==> src/rtl/team_08_wb_initiator_if.sv <==
// Request/response and Wishbone signal bundle for team_08_wb_initiator.
// master: the initiator block itself; slave: the surrounding team logic and bus slave.
interface team_08_wb_initiator_if;
  // Valid/ready rule (both channels): a transfer happens on a rising edge where
  // valid and ready are both high; valid never waits on ready, and the payload
  // is held stable while valid is high and ready is low.
  logic        req_valid_i;
  logic        req_ready_o;
  logic        req_we_i;
  logic [31:0] req_adr_i;
  logic [31:0] req_dat_i;
  logic [3:0]  req_sel_i;

  logic        rsp_valid_o;
  logic        rsp_ready_i;
  logic [31:0] rsp_dat_o;
  logic        rsp_err_o;

  logic        cyc_o;
  logic        stb_o;
  logic        we_o;
  logic [31:0] adr_o;
  logic [31:0] dat_o;
  logic [3:0]  sel_o;
  logic        ack_i;
  logic        err_i;
  logic [31:0] dat_i;

  logic        busy_o;

  modport master (
    input  req_valid_i, req_we_i, req_adr_i, req_dat_i, req_sel_i,
    input  rsp_ready_i, ack_i, err_i, dat_i,
    output req_ready_o, rsp_valid_o, rsp_dat_o, rsp_err_o,
    output cyc_o, stb_o, we_o, adr_o, dat_o, sel_o, busy_o
  );

  modport slave (
    output req_valid_i, req_we_i, req_adr_i, req_dat_i, req_sel_i,
    output rsp_ready_i, ack_i, err_i, dat_i,
    input  req_ready_o, rsp_valid_o, rsp_dat_o, rsp_err_o,
    input  cyc_o, stb_o, we_o, adr_o, dat_o, sel_o, busy_o
  );
endinterface

==> src/rtl/team_08_wb_initiator.sv <==
// Single-outstanding Wishbone classic-cycle initiator: one request in, one bus cycle, one response out.
// Optional bus-cycle timeout is compiled in with TEAM_08_WB_INIT_TIMEOUT_EN.
module team_08_wb_initiator #(
  parameter int TIMEOUT_CYCLES = 256,
  parameter int TO_W           = 9
) (
  input  logic                  clk_i,
  input  logic                  rst_i,
  team_08_wb_initiator_if.master bus,
  output logic [1:0]            dbg_state_o
);

  typedef enum logic [1:0] {
    IDLE = 2'd0,
    BUS  = 2'd1,
    RESP = 2'd2
  } state_t;

  state_t state;

  // The counter must be able to represent TIMEOUT_CYCLES-1.
  if (TIMEOUT_CYCLES >= (1 << TO_W)) begin : g_bad_to_w
    $error("TO_W too narrow for TIMEOUT_CYCLES");
  end

  logic to_hit;

`ifdef TEAM_08_WB_INIT_TIMEOUT_EN
  logic [TO_W-1:0] to_cnt;

  // Sits at zero outside BUS, so it is already clear on the first BUS cycle.
  always_ff @(posedge clk_i) begin
    if (rst_i || state != BUS) begin
      to_cnt <= '0;
    end else if (!(bus.ack_i || bus.err_i)) begin
      to_cnt <= to_cnt + 1'b1;
    end
  end

  assign to_hit = (to_cnt == TO_W'(TIMEOUT_CYCLES - 1));
`else
  assign to_hit = 1'b0;
`endif

  assign bus.req_ready_o = (state == IDLE);
  assign bus.busy_o      = (state != IDLE);
  assign dbg_state_o     = state;

  always_ff @(posedge clk_i) begin
    if (rst_i) begin
      state           <= IDLE;
      bus.cyc_o       <= 1'b0;
      bus.stb_o       <= 1'b0;
      bus.we_o        <= 1'b0;
      bus.adr_o       <= 32'h0;
      bus.dat_o       <= 32'h0;
      bus.sel_o       <= 4'h0;
      bus.rsp_valid_o <= 1'b0;
      bus.rsp_dat_o   <= 32'h0;
      bus.rsp_err_o   <= 1'b0;
    end else begin
      case (state)
        IDLE: begin
          if (bus.req_valid_i) begin
            bus.we_o  <= bus.req_we_i;
            bus.adr_o <= bus.req_adr_i;
            bus.dat_o <= bus.req_dat_i;
            bus.sel_o <= bus.req_sel_i;
            bus.cyc_o <= 1'b1;
            bus.stb_o <= 1'b1;
            state     <= BUS;
          end
        end
        BUS: begin
          if (bus.ack_i || bus.err_i || to_hit) begin
            bus.cyc_o       <= 1'b0;
            bus.stb_o       <= 1'b0;
            bus.rsp_valid_o <= 1'b1;
            state           <= RESP;
            // err_i beats ack_i; a timeout only fires when neither is present.
            if (bus.err_i || !bus.ack_i) begin
              bus.rsp_err_o <= 1'b1;
              bus.rsp_dat_o <= 32'h0;
            end else begin
              bus.rsp_err_o <= 1'b0;
              bus.rsp_dat_o <= bus.we_o ? 32'h0 : bus.dat_i;
            end
          end
        end
        RESP: begin
          if (bus.rsp_ready_i) begin
            bus.rsp_valid_o <= 1'b0;
            state           <= IDLE;
          end
        end
        default: state <= IDLE;
      endcase
    end
  end

endmodule

==> src/flat_wrapper.sv <==
// flat-port wrapper written by rule: the top's interface ports become plain ports
module team_08_wb_initiator_flat 
#(
  parameter int TIMEOUT_CYCLES = 256,
  parameter int TO_W           = 9
)
  (clk_i, rst_i, dbg_state_o, bus_req_valid_i, bus_req_we_i, bus_req_adr_i, bus_req_dat_i, bus_req_sel_i, bus_rsp_ready_i, bus_ack_i, bus_err_i, bus_dat_i, bus_req_ready_o, bus_rsp_valid_o, bus_rsp_dat_o, bus_rsp_err_o, bus_cyc_o, bus_stb_o, bus_we_o, bus_adr_o, bus_dat_o, bus_sel_o, bus_busy_o);
  team_08_wb_initiator_if bus_i ();
  input  logic clk_i;
  input  logic rst_i;
  output logic [1:0] dbg_state_o;
  input wire logic [$bits(bus_i.req_valid_i)-1:0] bus_req_valid_i;
  input wire logic [$bits(bus_i.req_we_i)-1:0] bus_req_we_i;
  input wire logic [$bits(bus_i.req_adr_i)-1:0] bus_req_adr_i;
  input wire logic [$bits(bus_i.req_dat_i)-1:0] bus_req_dat_i;
  input wire logic [$bits(bus_i.req_sel_i)-1:0] bus_req_sel_i;
  input wire logic [$bits(bus_i.rsp_ready_i)-1:0] bus_rsp_ready_i;
  input wire logic [$bits(bus_i.ack_i)-1:0] bus_ack_i;
  input wire logic [$bits(bus_i.err_i)-1:0] bus_err_i;
  input wire logic [$bits(bus_i.dat_i)-1:0] bus_dat_i;
  output wire logic [$bits(bus_i.req_ready_o)-1:0] bus_req_ready_o;
  output wire logic [$bits(bus_i.rsp_valid_o)-1:0] bus_rsp_valid_o;
  output wire logic [$bits(bus_i.rsp_dat_o)-1:0] bus_rsp_dat_o;
  output wire logic [$bits(bus_i.rsp_err_o)-1:0] bus_rsp_err_o;
  output wire logic [$bits(bus_i.cyc_o)-1:0] bus_cyc_o;
  output wire logic [$bits(bus_i.stb_o)-1:0] bus_stb_o;
  output wire logic [$bits(bus_i.we_o)-1:0] bus_we_o;
  output wire logic [$bits(bus_i.adr_o)-1:0] bus_adr_o;
  output wire logic [$bits(bus_i.dat_o)-1:0] bus_dat_o;
  output wire logic [$bits(bus_i.sel_o)-1:0] bus_sel_o;
  output wire logic [$bits(bus_i.busy_o)-1:0] bus_busy_o;
  assign bus_i.req_valid_i = bus_req_valid_i;
  assign bus_i.req_we_i = bus_req_we_i;
  assign bus_i.req_adr_i = bus_req_adr_i;
  assign bus_i.req_dat_i = bus_req_dat_i;
  assign bus_i.req_sel_i = bus_req_sel_i;
  assign bus_i.rsp_ready_i = bus_rsp_ready_i;
  assign bus_i.ack_i = bus_ack_i;
  assign bus_i.err_i = bus_err_i;
  assign bus_i.dat_i = bus_dat_i;
  assign bus_req_ready_o = bus_i.req_ready_o;
  assign bus_rsp_valid_o = bus_i.rsp_valid_o;
  assign bus_rsp_dat_o = bus_i.rsp_dat_o;
  assign bus_rsp_err_o = bus_i.rsp_err_o;
  assign bus_cyc_o = bus_i.cyc_o;
  assign bus_stb_o = bus_i.stb_o;
  assign bus_we_o = bus_i.we_o;
  assign bus_adr_o = bus_i.adr_o;
  assign bus_dat_o = bus_i.dat_o;
  assign bus_sel_o = bus_i.sel_o;
  assign bus_busy_o = bus_i.busy_o;
  team_08_wb_initiator #(.TIMEOUT_CYCLES(TIMEOUT_CYCLES), .TO_W(TO_W)) u_core (.clk_i(clk_i), .rst_i(rst_i), .bus(bus_i), .dbg_state_o(dbg_state_o));
endmodule
==> config.mk <==
export PLATFORM = sky130hd
export DESIGN_NAME = team_08_wb_initiator_flat
export DESIGN_NICKNAME = d
export VERILOG_FILES = /design/src/rtl/team_08_wb_initiator_if.sv /design/src/rtl/team_08_wb_initiator.sv /design/src/flat_wrapper.sv
export SDC_FILE = /design/constraint.sdc
export NUM_CORES = 1
export LEC_CHECK = 0
export CORE_AREA = 3 3 121 94
export DETAILED_ROUTE_END_ITERATION = 10
export DIE_AREA = 0 0 124 97
export HOLD_SLACK_MARGIN = 0.08
export PLACE_DENSITY = 0.79
export RECOVER_POWER = 100
export SLEW_MARGIN = 25
export SYNTH_ARGS = -nofsm -noshare
export SYNTH_HDL_FRONTEND = slang
export SYNTH_SLANG_ARGS = --single-unit
export TNS_END_PERCENT = 20
==> constraint.sdc <==
create_clock -name clk_i -period 1.6 [get_ports clk_i]
set_input_delay 0.24 -clock clk_i [delete_from_list [all_inputs] [get_ports clk_i]]
set_output_delay 0.24 -clock clk_i [all_outputs]
set_load 0.02 [all_outputs]
; ---- Word-level counts from Yosys, hierarchy flattened
; Cells that the tools add are included.
[word_totals]
register_bits = 106
output_inout_bits = 109
word_cells = 39
[op_classes]
n_eq_ne = 5
mux = 13
reduce_logical = 12
[ops]
columns = cell, n
row1 = 32-bit two-way mux, 2
row2 = 3-bit AND reduction, 3
row3 = 2-bit two-way mux, 3
row4 = 2-bit case mux with 3 select lines, 1
row5 = 2-bit nonzero test, 3
row6 = 1-bit two-way mux, 5
row7 = 2-bit != test (second input constant), 2
row8 = 1-bit case mux with 2 select lines, 2
row9 = 2-bit AND reduction, 2
row10 = 2-bit by 1-bit equality test with 1-bit output (second input constant), 1
row11 = 2-bit equality test (second input constant), 1
row12 = 2-bit zero test, 1
row13 = 1-bit logical OR, 2
row14 = 2-bit by 1-bit != test with 1-bit output (second input constant), 1
row15 = 1-bit zero test, 1

; ---- Logic depth before layout (Yosys ltp)
[logic_depth]
ltp_word = 3
depth_mapped = 6
depth_no_buf = 3

; ---- Least setup slack after synthesis
; Ideal clock, no wire load.
[synth_path]
path_type = reg2reg
from = register u_core.state[0] (netlist: u_core.dbg_state_o[0])
to = register u_core.bus.sel_o[2]
setup_ns = 0.131
t_arrival_ns = 1.284
t_required_ns = 1.469
setup_slack_ns = 0.185
stages_incl_launch_ff = 7
n_path_buf = 3
synth_period_minus_slack_ns = 1.415
path_cell_list = dfxtp_1 buf_6 or3b_1 buf_2 buf_6 nand2_1 a21oi_2
[synth_between]
elab_chain_len = 2
[synth_lines]
columns = element, line
row1 = start: declaration, team_08_wb_initiator.sv:19  ; state_t state;
row2 = start signal: assignment, team_08_wb_initiator.sv:51  ; state <= IDLE;
row3 = start signal: assignment, team_08_wb_initiator.sv:71  ; state <= BUS;
row4 = start signal: assignment, team_08_wb_initiator.sv:79  ; state <= RESP;
row5 = 2-bit zero test, team_08_wb_initiator.sv:62  ; case (state)
row6 = 2-bit AND reduction (no line), -
row7 = end signal: assignment, team_08_wb_initiator.sv:68  ; bus.sel_o <= bus.req_sel_i;
row8 = end: declaration, team_08_wb_initiator_if.sv:35  ; output cyc_o, stb_o, we_o, adr_o, dat_o, sel_o, busy_o
; No other way between the ends.
; A chain may end at the register's enable or synchronous reset.

; ---- Worst setup path in the final report
[layout_path]
from = register u_core.bus.cyc_o
to = output port bus_cyc_o
[layout_lines]
columns = element, line
row1 = start: declaration, team_08_wb_initiator_if.sv:35
row2 = start signal: assignment, team_08_wb_initiator.sv:52  ; bus.cyc_o <= 1'b0;
row3 = start signal: assignment, team_08_wb_initiator.sv:69  ; bus.cyc_o <= 1'b1;
row4 = start signal: assignment, team_08_wb_initiator.sv:76  ; bus.cyc_o <= 1'b0;
row5 = end: declaration, flat_wrapper.sv:25  ; output wire logic [$bits(bus_i.cyc_o)-1:0] bus_cyc_o;
; No word-level cell between the ends.

==> impl.org <==
** Setup path
- STA puts the critical path data required time at roughly 1.4 ns.
- STA classifies the critical path startpoint as a register.
- Slowest cell on the critical path :: sky130_fd_sc_hd__clkdlybuf4s50_1
- Ordered cell list for the critical path :: clkdlybuf4s50_1
- Crit path largest cell delay :: between 0.6 and 0.7 ns
- Max FO, Critical Path :: 3
- The worst setup path is of the reg2out kind.
- The worst setup path is captured at an output port.
- Buffers & Inverters on Critical Path :: 1
- Cell family with the largest share of critical-path delay :: buffers and inverters
- Data arrival time of the critical path :: about 1.3 ns

** Layout
- Synthesis-to-finish area growth :: 63.3%
- The number of antenna diodes in the final layout is 0.
- Filler cell count :: 862
- Proportion of layout cells with a drive suffix above 1 :: 0.0661
- For this run, the number of standard cells in the final layout without fillers is a little over 800.
- Number of nets in the final layout :: between 700 and 800

** STA
- Worst max-slew margin expressed relative to the limit :: 0.716
- Final Hold Vio Count :: 0
- Setup repair after global routing left no endpoint under its margin.
- The max-slew violation count came to 0.
- After routing, the total negative slack on setup checks comes to 0 ns.
- Setup violation total in the final timing report :: 0
- Final WS setup :: 0.0353 ns
- Post-Route Skew :: between 0.005 and 0.006 ns
- At the pin with the least slew margin, the transition time is around 0.43 ns.
- Fin crit period :: 1.56 ns
- Achievable frequency :: around 0.64 GHz
- Final worst path period share :: 0.978

** Power and ir drop
- Part of the total power dissipated in combinational logic :: 0.197
- The analysis attributes to net switching a power of about 0.0016 W.
- Static Leak :: between 2 and 2.5 nW
- Portion of total power attributed to the clock network :: 0.339
- Post-route total power :: between 0.006 and 0.007 W
- Pwr dens :: about 950 mW/mm²
- Switching part of the total :: 0.268
- Sequential power share :: 0.464
- Internal Pwr Total :: 0.00448 W
- IR analysis of the VDD net gives a maximum drop of 917 µV.

** Global routing
- The number of global-route vias before repair was between 3000 and 4000.
- Overall routing resource usage :: 0.200
- Total congestion overflow after global routing :: 0
- Entering global routing, the biggest net connects 53 pins.
- The initial antenna violation count is 0.
- Wire length of the first global-routing pass :: just under 20 mm

** CTS
- Clock edge transition at the registers on the reported setup and hold paths :: around 0.070 ns
- Clock tree synthesis selected as its root buffer the cell sky130_fd_sc_hd__clkbuf_16.
- In this run the deepest clock path goes through 2 buffers.
- CTS built an H-tree with a depth of 3.
- CTS tree :: done
- The number of gates resized after CTS was 7.
- In this run, post-CTS hold repair placed 0 buffers.
- For this design, the sink count on the clock tree is between 100 and 150.
- Post-CTS timing repair inserted 0 buffers for setup.
- Clock tree synthesis inserted a total of 9 buffers.
- The later pin in the worst-skew pair is clocked with a latency of 0.33 ns.

** Route
- Routed via count divided by cell count :: about 5
- Residual antenna-violating net count after detailed routing :: 0
- For this run, design rule violations remaining after detail routing come to 0.
- In the final routed layout, each cell accounts on average for between 10 and 15 µm.
- Routed Wire Length :: between 10 and 15 mm
- For this block, the via count after detailed routing is between 4000 and 5000.
- Number of iterations in the first detailed-routing pass :: 4
- DR iter-0 viols :: 208

** Yosys
- During synthesis, Yosys emitted a total of 0 warnings.
- Sequential share of the synthesized area :: 0.536
- Synthesis produced ~480 cells.
- The share of synthesized area in the top cell type comes to 0.536.
- Cell accounting for the most synthesized area :: sky130_fd_sc_hd__dfxtp_1
- When the netlist entered floorplanning its net count stood at about 600.
- Synthesis instantiated 22 different standard cells from the library.
- Post-Synthesis Mean Instance Area :: about 8.3 µm²
- Most area-consuming cells after synthesis :: sky130_fd_sc_hd__dfxtp_1 (54%), sky130_fd_sc_hd__nand2_1 (13%), sky130_fd_sc_hd__a21oi_1 (12%)
- Register bit count reported by yosys :: about 110
- Syn Std Cell Area :: slightly below 0.004 mm²

** Floorplan
- Die height :: a little under 100 µm
- roughly 220 I/O pins were placed.
- In this run the core area contains 32 standard-cell rows.
- Die width :: between 100 and 150 µm
- The floorplan step defined a die boundary enclosing 0.0120 mm².
- Initial Utilization :: 0.386
- The total area inside the core boundary comes to ~0.010 mm².

** Min path
- The path class of the tightest hold or removal check is in2reg.

** Placed design
- Including well taps, the total number of placed cells is ~800.
- Setup WS pre-CTS :: -0.178 ns
- Buffers placed on the I/O ports in this run total ~220.
- The wire-length estimate of the detail-placed layout is ~8.9 mm.
- Placer's final routability congestion estimate :: 0.746

** Run status
- The run finished with clean final reports.

** Run
- The tool flagged a number of max-cap violations equal to 0.
==> sequential cells by signal, summed over array words and instances (netlist names) <==
| signal | cells |
|---|---|
| u_core.bus.cyc_o | 1 |
| u_core.bus.rsp_err_o | 1 |
| u_core.bus.we_o | 1 |
| u_core.bus.rsp_dat_o | 32 |
| u_core.bus.rsp_valid_o | 1 |
| u_core.dbg_state_o | 2 |
| u_core.bus.adr_o | 32 |
| u_core.bus.sel_o | 4 |
| u_core.bus.dat_o | 32 |
==> layout make-up <==
class                      count  area, µm²  area share
clock inverter                 5       38.8     0.00600
multi-input combinational    324       1560       0.241
tap                          136        170      0.0263
timing repair buffer         233       2320       0.360
inverter                       2       7.51     0.00116
clock buffer                  11        243      0.0375
sequential                   106       2120       0.328
==> per-layer routing <==
metal / global-route usage / up-vias / wire length (µm)
met5: 0 / - / 0
met2: 0.322 / 175 / 5800
met4: 0.0631 / 0 / 285
li1: - / 2007 / -
met3: 0.0760 / 27 / 1180
met1: 0.244 / 1866 / 4980
==> cells in the mapped netlist <==
cell type,instances
sky130_fd_sc_hd__nor3b_2,2
sky130_fd_sc_hd__nand4_1,32
sky130_fd_sc_hd__nand3b_1,1
sky130_fd_sc_hd__nor2_1,1
sky130_fd_sc_hd__nand2b_1,1
sky130_fd_sc_hd__nor3_1,1
sky130_fd_sc_hd__o21ai_0,33
sky130_fd_sc_hd__o21ai_1,1
sky130_fd_sc_hd__buf_6,9
sky130_fd_sc_hd__or2_2,1
sky130_fd_sc_hd__nor2b_1,1
sky130_fd_sc_hd__or2_1,1
sky130_fd_sc_hd__buf_4,2
sky130_fd_sc_hd__mux2i_1,1
sky130_fd_sc_hd__inv_1,2
sky130_fd_sc_hd__a21oi_2,11
sky130_fd_sc_hd__clkbuf_1,17
sky130_fd_sc_hd__buf_2,18
sky130_fd_sc_hd__dfxtp_1,106
sky130_fd_sc_hd__or3b_1,2
sky130_fd_sc_hd__a21oi_1,94
sky130_fd_sc_hd__nand2_1,141
==> per-stage QoR <==
stage / hold WS [ns] / instance area (µm²) / util
2_1_floorplan: 0.376 / 3960 / -
3_3_place_gp: 0.441 / 6230 / 0.608
3_5_place_dp: 0.446 / 6230 / 0.608
4_1_cts: 0.326 / 6510 / 0.635
5_1_grt: 0.348 / 6460 / 0.631
6_report: 0.335 / 6460 / 0.631
==> cell families (layout without fill, tap and decap cells) <==
kind of cell | Yosys count | after routing | share of synthesized area
buf+inv | 48 | 251 | 0.0701
simple gates | 184 | 184 | 0.205
compound gates | 139 | 139 | 0.186
mux | 1 | 1 | 0.00253
flops | 106 | 106 | 0.536
==> path summary, 6_finish.rpt <==
| kind | cells after the start | slack [ns] | start | end |
|---|---|---|---|---|
| worst max-delay path | 1 | 0.04 | u_core.bus.cyc_o | bus_cyc_o |
| worst max register to register | 5 | 0.08 | u_core.dbg_state_o[0] | u_core.bus.adr_o[16] |
| worst min register to register | 2 | 0.45 | u_core.bus.adr_o[3] | u_core.bus.adr_o[3] |
| worst min-delay path | 2 | 0.34 | rst_i | u_core.bus.adr_o[22] |
==> worst register-to-register path: stages, from the launching register on <==
cell and delay [ns]:
sky130_fd_sc_hd__dfxtp_1 0.32, sky130_fd_sc_hd__clkbuf_1 0.15, sky130_fd_sc_hd__or3b_2 0.51, sky130_fd_sc_hd__buf_8 0.22
sky130_fd_sc_hd__nand2_1 0.12, sky130_fd_sc_hd__a21oi_1 0.07
==> cell usage in the layout, fill, tap and decap left out, types with 2 or more instances in the layout <==
cell | synthesis | layout
sky130_fd_sc_hd__a21oi_1 | 94 | 96
sky130_fd_sc_hd__a21oi_2 | 11 | 9
sky130_fd_sc_hd__buf_12 | 0 | 5
sky130_fd_sc_hd__buf_4 | 2 | 7
sky130_fd_sc_hd__clkbuf_1 | 17 | 6
sky130_fd_sc_hd__clkbuf_16 | 0 | 9
sky130_fd_sc_hd__clkbuf_2 | 0 | 2
sky130_fd_sc_hd__clkdlybuf4s50_1 | 0 | 205
sky130_fd_sc_hd__clkinv_4 | 0 | 2
sky130_fd_sc_hd__dfxtp_1 | 106 | 106
sky130_fd_sc_hd__dlygate4sd2_1 | 0 | 4
sky130_fd_sc_hd__inv_1 | 2 | 2
sky130_fd_sc_hd__nand2_1 | 141 | 141
sky130_fd_sc_hd__nand4_1 | 32 | 32
sky130_fd_sc_hd__o21ai_0 | 33 | 33
==> power groups by stage <==
stage	clock, W	sequential, W	combinational (W)
after global placement	0	0.00290	0.00122
after CTS	0.00215	0.00284	0.00124
after floorplan	0	0.00306	0.000415
after detailed placement	0	0.00290	0.00124
after global routing	0.00227	0.00286	0.00130
final	0.00207	0.00284	0.00121
Power figures use the tool's default switching activity.
